**src/rtl/fifo_rd_stream.sv**
```systemverilog
// Request-mode async-FIFO read side feeding a valid/ready stream through a
// 2-entry skid buffer, with frame (m_last) framing and a completed-frame counter.
module fifo_rd_stream #(
  parameter int DW      = 16,
  parameter int PKT_LEN = 4,
  parameter int U_DLY   = 1
) (
  input  logic          clk_sys,
  input  logic          rst,
  input  logic          fifo_empty,
  output logic          fifo_rd_en,
  input  logic [DW-1:0] fifo_rd_data,
  output logic          m_valid,
  input  logic          m_ready,
  output logic [DW-1:0] m_data,
  output logic          m_last,
  output logic [15:0]   frame_cnt,
  output logic [1:0]    buf_cnt
);

  localparam logic [15:0] LAST_BEAT = 16'(PKT_LEN - 1);

  if (DW < 1 || DW > 1024 || PKT_LEN < 1 || PKT_LEN > 65535 || U_DLY < 0) begin : g_bad_param
    $error("fifo_rd_stream: parameter out of range");
  end

  logic          inflight;
  logic [DW-1:0] head;
  logic [DW-1:0] tail;
  logic [15:0]   beat;
  logic          push;
  logic          pop;
  logic [2:0]    occ_next;

  assign m_valid  = (buf_cnt != 2'd0);
  assign m_last   = m_valid & (beat == LAST_BEAT);
  assign m_data   = head;
  assign pop      = m_valid & m_ready;
  assign push     = inflight;

  // Occupancy the buffer will have once this cycle's pop and the pending return settle.
  assign occ_next   = {1'b0, buf_cnt} + {2'b00, inflight} - {2'b00, pop};
  assign fifo_rd_en = ~fifo_empty & ~rst & (occ_next < 3'd2);

  always_ff @(posedge clk_sys or posedge rst) begin
    if (rst) begin
      inflight <= 1'b0;
    end else begin
      inflight <= fifo_rd_en;
    end
  end

  always_ff @(posedge clk_sys or posedge rst) begin
    if (rst) begin
      buf_cnt <= '0;
      head    <= '0;
      tail    <= '0;
    end else begin
      buf_cnt <= buf_cnt + {1'b0, push} - {1'b0, pop};
      case ({push, pop})
        2'b10: begin
          if (buf_cnt == 2'd0) head <= fifo_rd_data;
          else                 tail <= fifo_rd_data;
        end
        2'b01: head <= tail;
        2'b11: begin
          // With one entry the incoming word bypasses straight to the head.
          if (buf_cnt == 2'd1) begin
            head <= fifo_rd_data;
          end else begin
            head <= tail;
            tail <= fifo_rd_data;
          end
        end
        default: ;
      endcase
    end
  end

  always_ff @(posedge clk_sys or posedge rst) begin
    if (rst) begin
      beat      <= '0;
      frame_cnt <= '0;
    end else begin
      if (pop) beat <= (beat == LAST_BEAT) ? '0 : beat + 16'd1;
      if (pop & m_last) frame_cnt <= frame_cnt + 16'd1;
    end
  end

  a_occupancy: assert property (@(posedge clk_sys) disable iff (rst)
    ({1'b0, buf_cnt} + {2'b00, inflight}) <= 3'd2);
  a_no_overflow: assert property (@(posedge clk_sys) disable iff (rst)
    !(push && !pop && buf_cnt == 2'd2));

endmodule
```
**config.mk**
```make
export PLATFORM = sky130hd
export DESIGN_NAME = fifo_rd_stream
export DESIGN_NICKNAME = d
export VERILOG_FILES = /design/src/rtl/fifo_rd_stream.sv
export SDC_FILE = /design/constraint.sdc
export NUM_CORES = 1
export LEC_CHECK = 0
export ABC_AREA = 1
export BUFFER_PORTS_ARGS = -buffer_cell sky130_fd_sc_hd__buf_2
export CORE_MARGIN = 5
export CORE_UTILIZATION = 56
export DETAILED_ROUTE_END_ITERATION = 7
export PLACE_DENSITY_LB_ADDON = 0.05
export SYNTH_ARGS = -nofsm -noshare
export SYNTH_HDL_FRONTEND = slang
export SYNTH_SLANG_ARGS = --single-unit
```
**constraint.sdc**
```tcl
create_clock -name clk_sys -period 4.15 [get_ports clk_sys]
set_input_delay 0.83 -clock clk_sys [delete_from_list [all_inputs] [get_ports clk_sys]]
set_output_delay 0.83 -clock clk_sys [all_outputs]
set_load 0.01 [all_outputs]
```
Word level (Yosys, flattened, before mapping)

Cells that the tools add are included.

Bits in registers: 67

Add/sub/neg operators: 6
Order comparisons: 1
Equal/unequal tests: 8
Multiplexer cells: 7
Bitwise gates (word level): 7
Reduce and logical (&&, ||, !) cells: 6

Operator list:

| cell                  | number |
|---|---|
| $mux 16               | 5 |
| $pmux 16 s3           | 1 |
| $add 16x1->16 const B | 2 |
| $pmux 16 s2           | 1 |
| $eq 16x2->1 const B   | 1 |
| $ne 2x2->1 const B    | 3 |
| $and 1x1->1           | 5 |
| $eq 2x1->1 const B    | 2 |
| $eq 2x2->1 const B    | 2 |
| $reduce_bool 2->1     | 2 |
| $add 2x1->3           | 1 |
| $lt 3x2->1 const B    | 1 |
| $reduce_and 3->1      | 1 |
| $reduce_bool 3->1     | 1 |
| $sub 3x1->3           | 1 |
| $add 2x1->2           | 1 |
| $logic_not 2->1       | 1 |
| $not 1->1             | 2 |
| $reduce_and 2->1      | 1 |
| $sub 2x1->2           | 1 |

Longest topological paths before layout

Depth in word-level cells: 5
Gate-level depth with buffers: 11
Mapped depth without buffers: 9

Worst setup path after synthesis

No wires, ideal clock.

Kind: in2out
Start point: in m_ready
End point: out fifo_rd_en
Data arrival time: 2,470 ps
Slack: 850 ps
Cell stages on the path: 7
Path buffers: 1
Path through: nand2_4 buf_2 ha_1 inv_1 ha_1 fa_1 nor4_1

Word-level cells in the longest chain between the ends: 4

RTL lines:

| element         | RTL line | text |
|---|---|---|
| from (decl)     | 14       | `input logic m_ready,` |
| $and 1x1->1     | 38       | `assign pop = m_valid & m_ready;` |
| $sub 3x1->3     | 42       | `assign occ_next = {1'b0, buf_cnt} + {2'b00, inflight} - {2'b00, pop};` |
| via occ_next[1] | 33       | `logic [2:0] occ_next;` |
| $lt 3x2->1      | 43       | `assign fifo_rd_en = ~fifo_empty & ~rst & (occ_next < 3'd2);` |
| $and 1x1->1     | 43       |  |
| to (decl)       | 11       | `output logic fifo_rd_en,` |

The timed path passes the listed nets, and every way through them passes these cells.

Final worst setup path

Same ends and word-level chain as after synthesis.

==> results.cfg <==
[outcome]
status = finished clean

[pwr]
netSwitchingPower_w = 0.000818
p_per_area_mw_per_mm2 = 574
power.share.clock_pct = 28.7
power_frac_seq_pct = 40.7
share_comb_of_total_power_pct = 30.7
swShare_pct = 34.8
p_total_w = 0.00235
vdd.ir_drop.worst_mv = 0.411
power_leakage_nw = 2.12
p_int_w = 0.00153

[layout]
drive_gt1_share_pct = 17.9
n_antenna_cell = 0
nNetsFinal = 534
area_growth_pct = 16.2
fin_util_pct = 65.7
fill_cells = 549

[sta]
slew-limit-headroom_pct = 32.7
max_slew.worst_pin.slew_ns = 1.01
slew_viol_final = 0
fin_crit_ns = 3.58
hold_slack_ns = 0.486
grt_setup_unrepaired = false
worst_slack_ns = 0.572
finalCritPeriodShare_pct = 86.2
fmax_mhz = 279
hold_viol = 0
setup_violations = 0
skew_ns = 0.00715
final.setup.tns_ns = 0

[worst_setup_path]
crit_family = adder cells
r2r_start = buf_cnt[1]$_DFF_PP0_
max_stage_delay_ns = 0.47
rr_endpoint = inflight$_DFF_PP0_
r2r_cells = 8
cp_max_fo = 12
crit_type = input pin to output port
r2r_slack_ns = 1.83
cp.arrival_ns = 2.75
slowest_stage = fa_1
critPathCapture = fifo_rd_en
crit_path_start = m_ready
worst-path-buf-inv = 3
worst_setup_path_start_kind = input pin
crit_cells = 8
cp_data_required_time_ns = 3.32
endpoint_kind = output port
crit_chain = buf_2, nand2_4, ha_1, inv_1, ha_1, fa_1, nor4_1, buf_2

[floorplan]
die_h_um = 89.4
io_pins = 57
initial_core_util_pct = 56.6
die-area_sq_mm = 0.00799
rows = 29
die_w_um = 89.4
fp.coreArea_sq_mm = 0.00624

[logic_synthesis]
yosysTopAreaCell = dfrtp_1
synth_warnings = 0
synthCells = 452
ys_types = 30
ys_ff_latch = 67
ys_seq_area_share_pct = 47.5
syn_area_sq_mm = 0.00353
synth_top_cell_area_share_pct = 47.5
syn_avg_cell_area_sq_um = 7.81
synthTopCellsByArea = dfrtp_1 48%, nand2_1 13%, nand3_1 8.5%
synth_nets = 477

[grt]
overflow = 0
track_usage_pct = 20.9
grt_pass1_wl_um = 12900
grt_max_degree = 49
antenna_found_initial = 0
grt_pass1_vias = 2876

[clock_network]
clock-sinks = 67
htree_num_levels = 3
clk_latency_ns = 0.34
post_cts_buffers = 0
cts_hold_buffers = 0
cts_buffers = 9
cts_buffer_depth = 2
clockRootBuffer = clkbuf_8
cts_tree = yes
clkTransAtPathRegs_ns = 0.07
post_cts_resized = 0

[route]
drt_iter0_markers = 134
vias_per_cell = 5.12
vias = 3024
drt-total-wl_um = 7560
drc = 0
firstDrtPassIters = 4
routedWlPerCell_um = 12.8
postRouteAntennaNets = 0

[placed_design]
numPortBuffers = 56
dp_hpwl_um = 5350
pre_cts_ws_ns = 0.579
gp_congestion = 0.847

[run]
drv_cap = 0

[min_path]
min_path_cells = 2
hold_class = register to register
stage by stage:
| stage | instances | cell area [sq um] |
|---|---|---|
| after floorplan | 452 | 3530 |
| after global placement | 575 | 3850 |
| after detailed placement | 575 | 3850 |
| after CTS | 591 | 4100 |
| after global routing | 591 | 4100 |
| final | 591 | 4100 |
area by class of cell:
type                       count  area, sq um  share of cell area, %
clock buffer                  10          138                   3.36
clock inverter                 6          113                   2.75
inverter                      53          199                   4.85
multi-input combinational    319         1580                   38.4
sequential                    67         1680                   40.9
tap                           77         96.3                   2.35
timing repair buffer          59          303                   7.38
power by group through the flow:
stage                     combinational [W]  sequential (W)  clock (W)
after floorplan                    0.000495        0.000987          0
after global placement             0.000706        0.000965          0
after detailed placement           0.000731        0.000966          0
after CTS                          0.000733        0.000956   0.000684
after global routing               0.000825        0.000979   0.000710
final                              0.000721        0.000956   0.000674
synth_stat cells, drive strengths merged:
| library cell | number |
|---|---|
| nand4 | 11 |
| inv | 53 |
| clkbuf | 1 |
| a21oi | 15 |
| buf | 12 |
| o21bai | 2 |
| o21ai | 5 |
| nor2 | 64 |
| dfrtp | 67 |
| nand3 | 61 |
| or2 | 1 |
| xnor2 | 7 |
| xor2 | 7 |
| fa | 1 |
| nor3 | 1 |
| o211ai | 14 |
| o22ai | 1 |
| nand2 | 124 |
| ha | 4 |
| nor4 | 1 |
layout by cell type, fill, tap and decap left out, types with 2 or more instances in the layout:
| cell type | count |
|---|---|
| nand2_2 | 2 |
| nor2_4 | 2 |
| inv_2 | 3 |
| nor2_1 | 57 |
| a21oi_1 | 15 |
| inv_1 | 50 |
| clkinvlp_4 | 3 |
| ha_1 | 4 |
| bufinv_16 | 3 |
| o211ai_1 | 14 |
| buf_4 | 3 |
| xnor2_1 | 7 |
| o21bai_1 | 2 |
| buf_2 | 56 |
| nand3_1 | 60 |
| nand4_1 | 10 |
| o21ai_0 | 4 |
| nand2_1 | 120 |
| nor2_2 | 5 |
| clkbuf_8 | 10 |
| dfrtp_1 | 67 |
| nand2_4 | 2 |
| xor2_1 | 7 |
state kept, by name, summed over array words and instances, names as in the netlist:
register and cells:
beat 16, frame_cnt 16, m_data 16, tail 16, buf_cnt 2, inflight 1
how the worst min path moves through the flow:
stage	start	end
finish	tail[1]$_DFFE_PP0P_	tail[1]$_DFFE_PP0P_
global route	tail[1]$_DFFE_PP0P_	tail[1]$_DFFE_PP0P_
CTS	tail[0]$_DFFE_PP0P_	tail[0]$_DFFE_PP0P_
detailed placement	tail[0]$_DFFE_PP0P_	tail[0]$_DFFE_PP0P_
global placement	tail[1]$_DFFE_PP0P_	tail[1]$_DFFE_PP0P_
floorplan	tail[0]$_DFFE_PP0P_	tail[0]$_DFFE_PP0P_
cell families after synthesis:
logic type	share of synthesized area (%)
AND/OR/NAND/NOR	32.8
adder cells (fa/ha/maj)	1.99
buffers and inverters	7.87
XOR/XNOR	3.47
flip-flops	47.5
AO/OA/AOI/OAI	6.42
worst register-to-register path, delay by kind of cell (launching register included):
| family | cells | cell delay [ns] |
|---|---|---|
| AND/OR/NAND/NOR | 3 | 0.63 |
| flip-flops | 1 | 0.44 |
| adder cells (fa/ha/maj) | 3 | 0.98 |
| buffers and inverters | 2 | 0.13 |
per-layer routing:
metal | vias to the layer above | wire (um) | GRT usage, %
li1 | 1566 | - | -
met1 | 1392 | 3540 | 28.1
met2 | 59 | 3580 | 32.9
met3 | 7 | 350 | 4.24
met4 | 0 | 82 | 8.93
met5 | - | 0 | 0
(Power assumes the default switching activity.)
